### config.mk
export PLATFORM = sky130hd
export DESIGN_NAME = axi_perf_wr_mon
export DESIGN_NICKNAME = d
export VERILOG_FILES = /design/src/rtl/axi_perf_wr_mon.sv
export SDC_FILE = /design/constraint.sdc
export NUM_CORES = 1
export LEC_CHECK = 0
export ABC_CLOCK_PERIOD_IN_PS = 9300
export BUFFER_PORTS_ARGS = -buffer_cell sky130_fd_sc_hd__buf_2
export CAP_MARGIN = 5
export CORE_AREA = 2 2 314 161
export CTS_CLUSTER_SIZE = 25
export DETAILED_ROUTE_END_ITERATION = 8
export DIE_AREA = 0 0 316 163
export PLACE_DENSITY = 0.53
export SYNTH_ARGS = -nofsm -noshare
export SYNTH_HDL_FRONTEND = slang
export SYNTH_SLANG_ARGS = --single-unit
### constraint.sdc
create_clock -name clk -period 9.3 [get_ports clk]
set_input_delay 0.93 -clock clk [delete_from_list [all_inputs] [get_ports clk]]
set_output_delay 0.93 -clock clk [all_outputs]
set_load 0.1 [all_outputs]
### src/rtl/axi_perf_wr_mon.sv
// Passive AXI write-channel performance monitor: counts handshakes, stalls and responses
// between a start pulse and the end of the writer's activity, and tracks bursts awaiting B.
module axi_perf_wr_mon #(
  parameter int unsigned AXI_ID_WIDTH = 4,
  parameter int unsigned CNT_WIDTH    = 32,
  parameter int unsigned OUTS_WIDTH   = 8
) (
  input  logic                  clk,
  input  logic                  rst,
  input  logic                  start,
  input  logic                  wr_busy,
  input  logic                  m_axi_awvalid,
  input  logic                  m_axi_awready,
  input  logic                  m_axi_wvalid,
  input  logic                  m_axi_wready,
  input  logic                  m_axi_wlast,
  input  logic                  m_axi_bvalid,
  input  logic                  m_axi_bready,
  input  logic [1:0]            m_axi_bresp,
  output logic                  active,
  output logic                  done,
  output logic [CNT_WIDTH-1:0]  cycles,
  output logic [CNT_WIDTH-1:0]  aw_bursts,
  output logic [CNT_WIDTH-1:0]  w_beats,
  output logic [CNT_WIDTH-1:0]  w_lasts,
  output logic [CNT_WIDTH-1:0]  aw_stalls,
  output logic [CNT_WIDTH-1:0]  w_stalls,
  output logic [CNT_WIDTH-1:0]  b_resps,
  output logic [CNT_WIDTH-1:0]  b_errors,
  output logic [OUTS_WIDTH-1:0] outstanding,
  output logic [OUTS_WIDTH-1:0] max_outstanding,
  output logic                  proto_err
);

  // A zero-width ID is not a legal configuration; such an instance never arms.
  localparam bit IdCfgOk = (AXI_ID_WIDTH > 0);

  typedef enum logic [1:0] {StIdle, StRun, StDrain, StDone} state_e;

  state_e                state_q, state_d;
  logic                  seen_busy_q, seen_busy_d;
  logic [CNT_WIDTH-1:0]  cycles_q, cycles_d;
  logic [CNT_WIDTH-1:0]  aw_bursts_q, aw_bursts_d;
  logic [CNT_WIDTH-1:0]  w_beats_q, w_beats_d;
  logic [CNT_WIDTH-1:0]  w_lasts_q, w_lasts_d;
  logic [CNT_WIDTH-1:0]  aw_stalls_q, aw_stalls_d;
  logic [CNT_WIDTH-1:0]  w_stalls_q, w_stalls_d;
  logic [CNT_WIDTH-1:0]  b_resps_q, b_resps_d;
  logic [CNT_WIDTH-1:0]  b_errors_q, b_errors_d;
  logic [OUTS_WIDTH-1:0] outstanding_q, outstanding_d;
  logic [OUTS_WIDTH-1:0] max_outstanding_q, max_outstanding_d;
  logic                  proto_err_q, proto_err_d;

  logic aw_hs, w_hs, b_hs;

  assign aw_hs = m_axi_awvalid & m_axi_awready;
  assign w_hs  = m_axi_wvalid & m_axi_wready;
  assign b_hs  = m_axi_bvalid & m_axi_bready;

  function automatic logic [CNT_WIDTH-1:0] sat_inc(input logic [CNT_WIDTH-1:0] v,
                                                   input logic               en);
    sat_inc = (en && (v != '1)) ? v + CNT_WIDTH'(1) : v;
  endfunction

  always_comb begin
    state_d           = state_q;
    seen_busy_d       = seen_busy_q;
    cycles_d          = cycles_q;
    aw_bursts_d       = aw_bursts_q;
    w_beats_d         = w_beats_q;
    w_lasts_d         = w_lasts_q;
    aw_stalls_d       = aw_stalls_q;
    w_stalls_d        = w_stalls_q;
    b_resps_d         = b_resps_q;
    b_errors_d        = b_errors_q;
    outstanding_d     = outstanding_q;
    max_outstanding_d = max_outstanding_q;
    proto_err_d       = proto_err_q;

    case (state_q)
      StIdle: begin
        if (start && IdCfgOk) begin
          seen_busy_d       = 1'b0;
          cycles_d          = '0;
          aw_bursts_d       = '0;
          w_beats_d         = '0;
          w_lasts_d         = '0;
          aw_stalls_d       = '0;
          w_stalls_d        = '0;
          b_resps_d         = '0;
          b_errors_d        = '0;
          outstanding_d     = '0;
          max_outstanding_d = '0;
          proto_err_d       = 1'b0;
          state_d           = StRun;
        end
      end

      StRun, StDrain: begin
        cycles_d    = sat_inc(cycles_q, 1'b1);
        aw_bursts_d = sat_inc(aw_bursts_q, aw_hs);
        w_beats_d   = sat_inc(w_beats_q, w_hs);
        w_lasts_d   = sat_inc(w_lasts_q, w_hs & m_axi_wlast);
        aw_stalls_d = sat_inc(aw_stalls_q, m_axi_awvalid & ~m_axi_awready);
        w_stalls_d  = sat_inc(w_stalls_q, m_axi_wvalid & ~m_axi_wready);
        b_resps_d   = sat_inc(b_resps_q, b_hs);
        b_errors_d  = sat_inc(b_errors_q, b_hs & (m_axi_bresp != 2'b00));

        // Simultaneous AW and B cancel, so neither boundary check applies.
        if (aw_hs && !b_hs) begin
          if (outstanding_q == '1) proto_err_d = 1'b1;
          else                     outstanding_d = outstanding_q + OUTS_WIDTH'(1);
        end else if (b_hs && !aw_hs) begin
          if (outstanding_q == '0) proto_err_d = 1'b1;
          else                     outstanding_d = outstanding_q - OUTS_WIDTH'(1);
        end

        if (outstanding_d > max_outstanding_q) max_outstanding_d = outstanding_d;
        if (w_lasts_d > aw_bursts_d)           proto_err_d       = 1'b1;

        if (state_q == StRun) begin
          if (wr_busy)          seen_busy_d = 1'b1;
          else if (seen_busy_q) state_d     = StDrain;
        end else if ((outstanding_q == '0) && !aw_hs) begin
          state_d = StDone;
        end
      end

      StDone:  state_d = StIdle;
      default: state_d = StIdle;
    endcase
  end

  always_ff @(posedge clk or posedge rst) begin
    if (rst) begin
      state_q           <= StIdle;
      seen_busy_q       <= 1'b0;
      cycles_q          <= '0;
      aw_bursts_q       <= '0;
      w_beats_q         <= '0;
      w_lasts_q         <= '0;
      aw_stalls_q       <= '0;
      w_stalls_q        <= '0;
      b_resps_q         <= '0;
      b_errors_q        <= '0;
      outstanding_q     <= '0;
      max_outstanding_q <= '0;
      proto_err_q       <= 1'b0;
    end else begin
      state_q           <= state_d;
      seen_busy_q       <= seen_busy_d;
      cycles_q          <= cycles_d;
      aw_bursts_q       <= aw_bursts_d;
      w_beats_q         <= w_beats_d;
      w_lasts_q         <= w_lasts_d;
      aw_stalls_q       <= aw_stalls_d;
      w_stalls_q        <= w_stalls_d;
      b_resps_q         <= b_resps_d;
      b_errors_q        <= b_errors_d;
      outstanding_q     <= outstanding_d;
      max_outstanding_q <= max_outstanding_d;
      proto_err_q       <= proto_err_d;
    end
  end

  assign active          = (state_q == StRun) || (state_q == StDrain);
  assign done            = (state_q == StDone);
  assign cycles          = cycles_q;
  assign aw_bursts       = aw_bursts_q;
  assign w_beats         = w_beats_q;
  assign w_lasts         = w_lasts_q;
  assign aw_stalls       = aw_stalls_q;
  assign w_stalls        = w_stalls_q;
  assign b_resps         = b_resps_q;
  assign b_errors        = b_errors_q;
  assign outstanding     = outstanding_q;
  assign max_outstanding = max_outstanding_q;
  assign proto_err       = proto_err_q;

endmodule

# Word level (Yosys, flattened, before mapping)

Index checks and enable logic that the tools add are counted.

Output and inout port bits: 275
Bits in registers: 276
Input port bits: 13

Reduce and logical (&&, ||, !) cells: 29
Add/subtract/negate cells: 10
Equality and inequality tests: 28
Bitwise operators: 9
Mux-type cells: 42
$lt $le $gt $ge: 2

Operators by type and width:

| kind                                                                | number |
|---|---|
| 32-bit case mux with 2 select lines                                 | 8 |
| 32-bit two-way mux                                                  | 9 |
| 32-bit by 1-bit adder with 32-bit output (second input constant)    | 8 |
| 32-bit != test (second input constant)                              | 8 |
| 8-bit two-way mux                                                   | 7 |
| 32-bit > comparator                                                 | 1 |
| 8-bit case mux with 2 select lines                                  | 2 |
| 3-bit AND reduction                                                 | 7 |
| 2-bit != test (second input constant)                               | 10 |
| 4-bit != test (second input constant)                               | 3 |
| 1-bit logical AND                                                   | 10 |
| 2-bit two-way mux                                                   | 5 |
| 3-bit != test (second input constant)                               | 3 |
| 8-bit by 1-bit adder with 8-bit output (second input constant)      | 1 |
| 8-bit == test (second input constant)                               | 1 |
| 8-bit > comparator                                                  | 1 |
| 8-bit logical NOT                                                   | 1 |
| 1-bit two-way mux                                                   | 8 |
| 4-bit AND reduction                                                 | 2 |
| 8-bit by 1-bit subtractor with 8-bit output (second input constant) | 1 |
| 1-bit AND                                                           | 7 |
| 2-bit case mux with 3 select lines                                  | 1 |
| 5-bit AND reduction                                                 | 1 |
| 2-bit == test (second input constant)                               | 2 |
| 9 further kinds                                                     | 13 |

# Logic depth before layout (Yosys ltp)

Gate-level depths: netlist of run 1.

Depth in word-level cells: 9
Depth in mapped cells: 16

# Worst setup path after synthesis of run 1

OpenSTA, ideal clock, no wires.

Kind: register to register
Start: reg w_lasts_q[2] (netlist: w_lasts[2])
End: reg proto_err_q (netlist: proto_err)
Cell stages (with the launch flop): 15
Required time: 9.166 ns
Setup time: 0.134 ns
Period minus slack after synthesis: 4.208 ns
Arrival: 4.073 ns
Slack: 5.092 ns
Cell sequence: dfrtp_1 buf_2 nand4_2 or4_4 o31ai_1 nor2_1 nand2_1 xnor2_1 ha_1 nand4_1 nor4_1 and3_1 a21oi_1 nor4_1 a31oi_1

Longest elaborated chain between the ends: 6
Elaborated cells between the ends (all ways): 11
Those cells by class: add/sub: 1; order compare: 1; eq/ne: 4; mux: 3; reduce/logical: 2

RTL lines:

| what                                                                                             | line | text |
|---|---|---|
| from (decl)                                                                                      | 45   | `logic [CNT_WIDTH-1:0] w_lasts_q, w_lasts_d;` |
| from (signal assigned)                                                                           | 155  | `w_lasts_q <= w_lasts_d;` |
| parallel branches: the longest is 2 deep, another holds 32-bit by 1-bit adder with 32-bit output | n/a  |  |
| 32-bit two-way mux *                                                                             | 62   | `sat_inc = (en && (v != '1)) ? v + CNT_WIDTH'(1) : v;` |
| 32-bit > comparator *                                                                            | 119  | `if (w_lasts_d > aw_bursts_d) proto_err_d = 1'b1;` |
| 4-bit != test (no line) / 1-bit two-way mux (equally long branches)                              | n/a  |  |
| 5-bit AND reduction (no line) / 1-bit case mux with 2 select lines (equally long branches)       | n/a  |  |
| to (signal assigned)                                                                             | 162  | `proto_err_q <= proto_err_d;` |
| to (decl)                                                                                        | 52   | `logic proto_err_q, proto_err_d;` |

Every way passes the cells marked *.
A chain may end at the register's enable or synchronous reset.

# Final worst setup path of run 1

Same ends and word-level chain as after synthesis.

==> results.yml, run 1 <==
clock_tree:
  insertion_delay_ns: 0.58
  cts_tree: "yes"
  postCtsSetupBuffers: 0
  root_buffer: "clkbuf_16"
  htreeDepth: 1
  cts_hold_buf: 0
  cts.sinks: 276
  cts_buffer_depth: 3
  clk_pin_slew_worst_paths_ns: 0.06
  numCtsBuffers: 30
  post_cts_resized: 0
global_route:
  first_global_vias: 14574
  grt_max_degree: 86
  grt_pass1_wl_mm: 87.8
  grtUsageTotal_pct: 21.6
  antenna_found_initial: 0
  overflow: 0
power_and_ir_drop:
  p_seq_share_pct: 27.9
  power_frac_comb_pct: 46.8
  power_switching_w: 0.00251
  power_density_mw_per_mm2: 249
  p_int_w: 0.00246
  ir_worst_vdd_mv: 0.251
  p_leak_nw: 9.09
  p_clk_share_pct: 25.3
  swShare_pct: 50.5
setup_path:
  cpLargestDelayFamily: "simple AND/OR/NAND/NOR gates"
  cp.arrival_ns: 5.20
  end_kind: "register"
  cp_max_fo: 10
  crit_type: "reg2reg"
  start_kind: "register"
  slowest_stage: "o31ai_1"
  critPathMaxStageDelay_ns: 0.88
  cpMostUsedCell: "nor4_1"
  path_cells: "nand4_2 -> or4_4 -> o31ai_1 -> nor2_1 -> nand2_1 -> xnor2_1 -> ha_1 -> nand4_1 -> nor4_1 -> and3_1 -> a21oi_1 -> nor4_1 -> a31oi_1"
  worstPathRequired_ns: 9.75
  cp_num_buf_inv: 0
finish:
  layout-drive-gt1-share_pct: 17.4
  final_core_util_pct: 40.7
  antenna_cells: 0
  regArea_mm2: 0.00691
  finalInstanceArea_mm2: 0.0200
  n_fill_cell: 4948
  area_growth_pct: 18.4
  fin_cells: 2872
  final_nets: 2259
  multi_input_area_mm2: 0.00941
logic_synthesis:
  synth-xor-area-share_pct: 11.0
  synth_area_per_cell_um2: 8.73
  synthFlopType: "dfrtp_1"
  synth_mux_area_share_pct: 0.852
  synthTopCellsByArea: "dfrtp_1, xor2_1, xnor2_1"
  ys_top_cells_by_count: "dfrtp_1, nor2_1, nand2_1"
  yosys.cell_types.count: 66
  ys_ff_latch: 276
  netlist_instances: 1935
  synth_area_leader_cell: "dfrtp_1"
  ys_seq_area_share_pct: 40.9
  synth-compound-area-share_pct: 11.4
  synth_top_family_by_area: "simple AND/OR/NAND/NOR gates"
  synth_nets: 2006
  synth-simple-area-share_pct: 28.0
  yosys_warnings: 0
  synth_top_area_share_pct: 40.9
  yosysMostFrequentCell: "dfrtp_1"
  synthArstFlopShare_pct: 100
  synth_edf_count: 0
  syn_area_mm2: 0.0169
  synthAdderAreaFrac_pct: 4.30
placed_design:
  numPortBuffers: 287
  dp_hpwl_mm: 41.3
  place.gp.congestion: 0.900
  dp_cells: 2816
  placed_area_mm2: 0.0190
sta:
  setup_violations: 0
  fmax_mhz: 211
  worst_pin_slew_ns: 1.07
  fin_skew_ns: 0.0153
  post-route-min-period_ns: 4.74
  setup_tns_ns: 0
  relSlewSlack_pct: 28.3
  hold_viol_final: 0
  finalMaxSlewViolations: 0
  timing.final.crit_share_pct: 51.0
  rsz0062_at_grt: "no"
floorplanning:
  die_w_um: 316
  start_util_pct: 34.4
  ios: 288
  die_h_um: 163
  placementRows: 58
  die-area_mm2: 0.0515
  coreArea_mm2: 0.0491
detailed_routing:
  totalWireLength_mm: 57.8
  via_per_inst: 5.56
  drt_first_pass_iters: 6
  wl_per_cell_um: 20.1
  ant_nets: 0
  via_count: 15964
  drc: 0
  drt_iter0_markers: 1553
outcome:
  outcome: "finished, final reports clean"
flow_run:
  cap_viol_max_count: 0
worst_hold_path:
  hold_class: "in2async"
power groups by stage:
stage / logic (W) / registers [W] / clock network [W]
after floorplan: 0.00122 / 0.00182 / 0
after global placement: 0.00231 / 0.00140 / 0
after detailed placement: 0.00232 / 0.00141 / 0
after CTS: 0.00232 / 0.00138 / 0.00129
after global routing: 0.00250 / 0.00140 / 0.00134
final: 0.00233 / 0.00139 / 0.00126
layout by cell type, fill, tap and decap left out, drive strengths merged, types with 45 or more instances in the layout:
master / count
clkbuf: 45
xnor2: 104
nand4: 108
ha: 58
nand3: 127
nor3: 58
nand2: 168
dfrtp: 276
nor2: 215
buf: 305
xor2: 108
inv: 74
a21oi: 86
o21ai: 90
flip-flops by register name, indices dropped and copies added, names as in the netlist:
signal / count
aw_stalls: 32
w_beats: 32
state_q: 2
outstanding: 8
cycles: 32
b_resps: 32
proto_err: 1
w_lasts: 32
seen_busy_q: 1
b_errors: 32
max_outstanding: 8
aw_bursts: 32
w_stalls: 32
area by class of cell:
| class | count | area share, % |
|---|---|---|
| Clock buffer | 45 | 4.44 |
| Inverter | 74 | 1.43 |
| Multi-Input combinational cell | 1501 | 47.0 |
| Sequential cell | 276 | 34.5 |
| Timing Repair Buffer | 305 | 7.86 |
| Tap cell | 660 | 4.13 |
| Clock inverter | 11 | 0.569 |
metal layers:
| layer | GRT usage (%) | share of wire, % | vias to the layer above | wire length (um) |
|---|---|---|---|---|
| met4 | 4.74 | 2.3 | 0 | 1330 |
| met5 | 0 | 0 | - | 0 |
| met3 | 4.39 | 7.4 | 100 | 4300 |
| met2 | 29.8 | 41 | 592 | 23400 |
| met1 | 34.0 | 50 | 7770 | 28800 |
| li1 | - | - | 7502 | - |
metrics by stage:
step | hold WS, ns | power (W) | worst slack [ns]
6_report | 0.408 | 0.00497 | 4.56
5_1_grt | 0.475 | 0.00524 | 4.22
4_1_cts | 0.451 | 0.00500 | 4.66
3_5_place_dp | 0.506 | 0.00372 | 4.15
3_3_place_gp | 0.487 | 0.00371 | 4.36
2_1_floorplan | 0.484 | 0.00304 | 0.761
worst register-to-register path, stage by stage, from the launching register on:
cell and delay [ns]:
dfrtp_1 0.53, nand4_2 0.26, or4_4 0.65, o31ai_1 0.88, nor2_1 0.24, nand2_1 0.18
xnor2_1 0.09, ha_1 0.31, nand4_1 0.13, nor4_1 0.61, and3_1 0.32, a21oi_1 0.08
nor4_1 0.23, a31oi_1 0.12
logic make-up after synthesis:
logic type / count (synthesis)
multiplexers: 13
adder cells (fa/ha/maj): 58
flip-flops: 276
AND/OR/NAND/NOR: 910
AO/OA/AOI/OAI: 308
XOR/XNOR: 212
buffers and inverters: 158
worst paths after layout:
kind                                             end  cells past startpoint                 startpoint  slack, ns
setup reg to reg               proto_err$_DFFE_PP0P_                     13     w_lasts[2]$_DFFE_PP0P_       4.56
hold reg to reg            aw_bursts[20]$_DFFE_PP0P_                      1  aw_bursts[20]$_DFFE_PP0P_       0.51
hold / removal              w_stalls[18]$_DFFE_PP0P_                      2                        rst       0.41
setup / recovery               proto_err$_DFFE_PP0P_                     13     w_lasts[2]$_DFFE_PP0P_       4.56
min in group clk           aw_bursts[20]$_DFFE_PP0P_                      1  aw_bursts[20]$_DFFE_PP0P_       0.51
max in group asynchronous     w_lasts[9]$_DFFE_PP0P_                      4                        rst       6.68
No activity file was read; power rests on OpenSTA's default activity.
==> run 2, diff against run 1 <==
- ABC_CLOCK_PERIOD_IN_PS: 9300 -> 4900
- clock period: 9.3 -> 4.9 ns (I/O delays scaled with it)
==> run 2 against run 1 <==
- combinational power increased by 94%
- clock power up 91%
- count of clock-buffer cells in the layout up 1
- global-route usage rose by 0.051 points
- via count decreased by 0.80%
- final cell count is 0.52% higher
- sequential power increased by 90%
- first-iteration DRC count is 4.7% lower
- clock skew up 0.013 ns
- sequential share of layout area shrank 0.29 points
- final area increased by 0.85%
- critical path type unchanged
- critical endpoint unchanged
- largest cell class unchanged
- highest routed layer unchanged
==> results.yml, run 2 (synthesized netlist as in run 1, its figures left out) <==
clock_tree:
  htreeDepth: 1
  postCtsSetupBuffers: 0
  insertion_delay_ns: 0.58
  post_cts_resized: 0
  cts.sinks: 276
  numCtsBuffers: 30
  clk_pin_slew_worst_paths_ns: 0.07
  cts_hold_buf: 0
  root_buffer: "clkbuf_16"
  cts_tree: "yes"
  cts_buffer_depth: 3
floorplanning:
  die_h_um: 163
  start_util_pct: 34.4
  die-area_mm2: 0.0515
  ios: 288
  die_w_um: 316
  coreArea_mm2: 0.0491
  placementRows: 58
global_route:
  first_global_vias: 14628
  antenna_found_initial: 0
  grtUsageTotal_pct: 21.7
  grt_pass1_wl_mm: 88.4
  grt_max_degree: 160
  overflow: 0
placed_design:
  dp_hpwl_mm: 41.8
  placed_area_mm2: 0.0191
  numPortBuffers: 287
  place.gp.congestion: 0.912
detailed_routing:
  drt_iter0_markers: 1480
  totalWireLength_mm: 57.0
  drc: 0
  wl_per_cell_um: 19.7
  via_count: 15837
  via_per_inst: 5.49
  ant_nets: 0
  drt_first_pass_iters: 5
finish:
  final_nets: 2274
  finalInstanceArea_mm2: 0.0202
  layout-drive-gt1-share_pct: 18.1
  final_core_util_pct: 41.1
  n_fill_cell: 4955
  antenna_cells: 0
  mostFrequentLayoutCells: "buf_2, dfrtp_1, nor2_1, nand2_1, nand3_1"
  area_growth_pct: 19.4
  final_common_cell: "buf_2"
sta:
  worst_pin_slew_ns: 1.03
  setup_tns_ns: 0
  hold_viol_final: 0
  fmax_mhz: 225
  finalMaxSlewViolations: 0
  fin_skew_ns: 0.0287
  relSlewSlack_pct: 31.0
  timing.final.crit_share_pct: 90.8
  setup_violations: 0
  post-route-min-period_ns: 4.45
  rsz0062_at_grt: "no"
flow_run:
  cap_viol_max_count: 0
power_and_ir_drop:
  p_leak_nw: 9.20
  power_density_mw_per_mm2: 474
  ir_worst_vdd_mv: 0.332
setup_path:
  ff2ff_path_depth: 14
  end_kind: "register"
  cp_max_fo: 10
  cp.arrival_ns: 4.89
  worstPathRequired_ns: 5.34
  crit_type: "reg2reg"
  start_kind: "register"
worst_hold_path:
  hold_class: "in2async"
outcome:
  outcome: "finished, final reports clean"
[run 2: through the flow]
step / std cells / hold WS (ns) / setup WS, ns / power, W
floorplan: 1935 / 0.484 / 0.692 / 0.00577
global placement: 2831 / 0.508 / 0.428 / 0.00714
detailed placement: 2831 / 0.514 / 0.276 / 0.00719
CTS: 2887 / 0.0455 / 0.563 / 0.00965
global route: 2887 / 0.0825 / 0.225 / 0.0101
finish: 2887 / 0.0621 / 0.449 / 0.00956
[run 2: worst paths after layout]
path / startpoint / end / slack (ns)
max: w_lasts[2]$_DFFE_PP0P_ / proto_err$_DFFE_PP0P_ / 0.45
min reg2reg: max_outstanding[6]$_DFFE_PP0P_ / max_outstanding[6]$_DFFE_PP0P_ / 0.52
min: rst / b_errors[7]$_DFFE_PP0P_ / 0.06
min in group clk: wr_busy / seen_busy_q$_DFFE_PP0P_ / 0.23
max in group asynchronous: rst / aw_stalls[24]$_DFFE_PP0P_ / 3.78
max reg2reg: w_lasts[2]$_DFFE_PP0P_ / proto_err$_DFFE_PP0P_ / 0.45
[run 2: layout make-up]
class / count / area [um^2] / share of cell area, %
well taps: 660 / 826 / 4.09
clock buffers: 46 / 932 / 4.62
flip-flops and latches: 276 / 6910 / 34.2
multi-input cells: 1501 / 9410 / 46.6
repair buffers: 320 / 1710 / 8.47
clock inverters: 10 / 106 / 0.527
inverters: 74 / 282 / 1.40
[run 2: metal layers]
metal	vias up	track usage [%]	part of all wire, %
li1	7530	-	-
met1	7706	35.0	51
met2	538	29.6	40
met3	63	3.81	6.6
met4	0	4.03	1.7
met5	-	0	0
[run 2: power by group]
group / internal (W) / switching (W) / total [W]
Combinational: 0.000972 / 0.00354 / 0.00451
Clock: 0.00141 / 0.00100 / 0.00241
Sequential: 0.00242 / 0.000219 / 0.00264
[run 2: critical path, stage by stage, from the launching register on]
cell and delay, ns:
dfrtp_1 0.52, nand4_2 0.25, or4_4 0.65, o31ai_1 0.89, nor2_1 0.24, nand2_1 0.20
xnor2_1 0.11, ha_1 0.31, nand4_1 0.13, nor4_1 0.29, buf_4 0.19, and3_1 0.17
a21oi_1 0.06, nor4_1 0.20, a31oi_1 0.12
==> run 3, diff against run 2 <==
- CORE_AREA: 2 2 314 161 -> 2 2 247 127
- DIE_AREA: 0 0 316 163 -> 0 0 249 129
- PLACE_DENSITY: 0.53 -> 0.79
==> run 3 against run 2 <==
- wire length down 3.8%
- clock power down 6%
- sequential cell count unchanged
- global-route usage up 12 points
- first-iteration DRC count up 50%
- largest power group unchanged
- count of clock-buffer cells in the layout down 5
- final cell count down 9.5%
- total power down 1.2%
- die area down 38%
- non-clock buffer count down 4
- hold slack better by 0.054 ns
- final area down 2.2%
==> results.yml, run 3 (synthesized netlist as in run 1, its figures left out) <==
outcome:
  outcome: "finished, final reports clean"
detailed_routing:
  via_count: 16769
  drt_iter0_markers: 2217
  wl_per_cell_um: 21.0
  totalWireLength_mm: 54.9
  drc: 0
  via_per_inst: 6.42
  drt_first_pass_iters: 6
  ant_nets: 0
finish:
  finalInstanceArea_mm2: 0.0197
  final_nets: 2267
  n_fill_cell: 2486
  area_growth_pct: 16.8
  antenna_cells: 0
  final_common_cell: "buf_2"
  mostFrequentLayoutCells: "buf_2, dfrtp_1, nor2_1, nand2_1, nand3_1"
  layout-drive-gt1-share_pct: 17.7
floorplanning:
  die_w_um: 249
  coreArea_mm2: 0.0299
  die_h_um: 129
  start_util_pct: 56.5
  ios: 288
  die-area_mm2: 0.0321
  placementRows: 45
sta:
  fmax_mhz: 213
  hold_viol_final: 0
  finalMaxSlewViolations: 0
  relSlewSlack_pct: 20.5
  post-route-min-period_ns: 4.70
  rsz0062_at_grt: "no"
  timing.final.crit_share_pct: 96.0
  setup_violations: 0
  worst_pin_slew_ns: 1.18
  setup_tns_ns: 0
  fin_skew_ns: 0.0169
setup_path:
  slowest_stage: "o31ai_1"
  cp_num_buf_inv: 0
  crit_type: "reg2reg"
  critPathMaxStageDelay_ns: 0.79
  cpLargestDelayFamily: "simple AND/OR/NAND/NOR gates"
  cp_max_fo: 8
  path_cells: "nand4_1 -> or4_4 -> o31ai_1 -> nor2_1 -> nand2_1 -> xnor2_1 -> ha_1 -> nand4_1 -> nor4_1 -> and3_1 -> a21oi_1 -> nor4_1 -> a31oi_1"
  cp.arrival_ns: 5.14
  worstPathRequired_ns: 5.33
  start_kind: "register"
  end_kind: "register"
flow_run:
  cap_viol_max_count: 0
worst_hold_path:
  hold_class: "in2async"
global_route:
  overflow: 0
  grt_pass1_wl_mm: 85.9
  grtUsageMet2_pct: 45.5
  grt_max_degree: 154
  first_global_vias: 15203
  grtUsageTotal_pct: 33.5
  antenna_found_initial: 0
  gr-max-usage-layer: "met1"
  met1_usage_pct: 51.7
  met3_usage_pct: 9.04
clock_tree:
  root_buffer: "clkbuf_16"
  clk_pin_slew_worst_paths_ns: 0.08
  insertion_delay_ns: 0.56
  cts.sinks: 276
  cts_hold_buf: 0
  numCtsBuffers: 27
  cts_buffer_depth: 3
  htreeDepth: 1
  cts_tree: "yes"
placed_design:
  place.gp.congestion: 0.988
  numPortBuffers: 287
  dp_hpwl_mm: 40.0
  placed_area_mm2: 0.0188
power_and_ir_drop:
  ir_worst_vdd_mv: 0.439
  p_leak_nw: 9.15
  power_density_mw_per_mm2: 478
run 3: through the flow:
step                      instances  setup WS, ns  utilization [%]  hold slack [ns]  total power [W]
final                          2614         0.197             66.0            0.116          0.00944
after global routing           2614        0.0238             66.0            0.214          0.00984
after CTS                      2614         0.412             66.0            0.197          0.00934
after detailed placement       2566         0.452             62.8            0.495          0.00708
after global placement         2566         0.638             62.8            0.494          0.00699
after floorplan                1935         0.692                -            0.484          0.00577
run 3: power by group:
group / internal (W) / switching, W
combinational: 0.000983 / 0.00357
clock: 0.00132 / 0.000940
sequential: 0.00242 / 0.000204
total: 0.00472 / 0.00472
run 3: cell type report:
type / count / area, um^2 / share of cell area (%)
flip-flops and latches: 276 / 6910 / 35.0
multi-input cells: 1501 / 9410 / 47.7
inverters: 74 / 282 / 1.43
repair buffers: 316 / 1690 / 8.57
clock inverters: 7 / 118 / 0.596
well taps: 399 / 499 / 2.53
clock buffers: 41 / 828 / 4.20
run 3: metal layers:
metal | wire (um) | vias up
li1 | - | 7519
met1 | 25100 | 8117
met2 | 21800 | 995
met3 | 6300 | 138
met4 | 1630 | 0
met5 | 0 | -
run 3: worst paths after layout:
check                           cells past startpoint                 startpoint                   endpoint  slack (ns)
worst min-delay path                                3                        rst    w_lasts[30]$_DFFE_PP0P_        0.12
worst max register to register                     13     w_lasts[7]$_DFFE_PP0P_      proto_err$_DFFE_PP0P_        0.20
min in group clk                                    3                    wr_busy    seen_busy_q$_DFFE_PP0P_        0.22
worst max-delay path                               13     w_lasts[7]$_DFFE_PP0P_      proto_err$_DFFE_PP0P_        0.20
worst min register to register                      1  aw_bursts[20]$_DFFE_PP0P_  aw_bursts[20]$_DFFE_PP0P_        0.51
max in group asynchronous                           3                        rst     w_beats[4]$_DFFE_PP0P_        3.92
run 3: worst reg2reg max path: cells and delay by family, from the launching register on:
family / cells / cell delay [ns]
AO/OA/AOI/OAI: 3 / 0.99
AND/OR/NAND/NOR: 8 / 2.67
adder cells (fa/ha/maj): 1 / 0.30
XOR/XNOR: 1 / 0.08
flip-flops: 1 / 0.52
run 3: timing repair:
| action | in CTS | in global routing |
|---|---|---|
| buffers inserted | 0 | 0 |
| resized for setup | 0 | 1 |
| hold endpoints to repair | 0 | 0 |
| setup endpoints to repair | 0 | 1 |
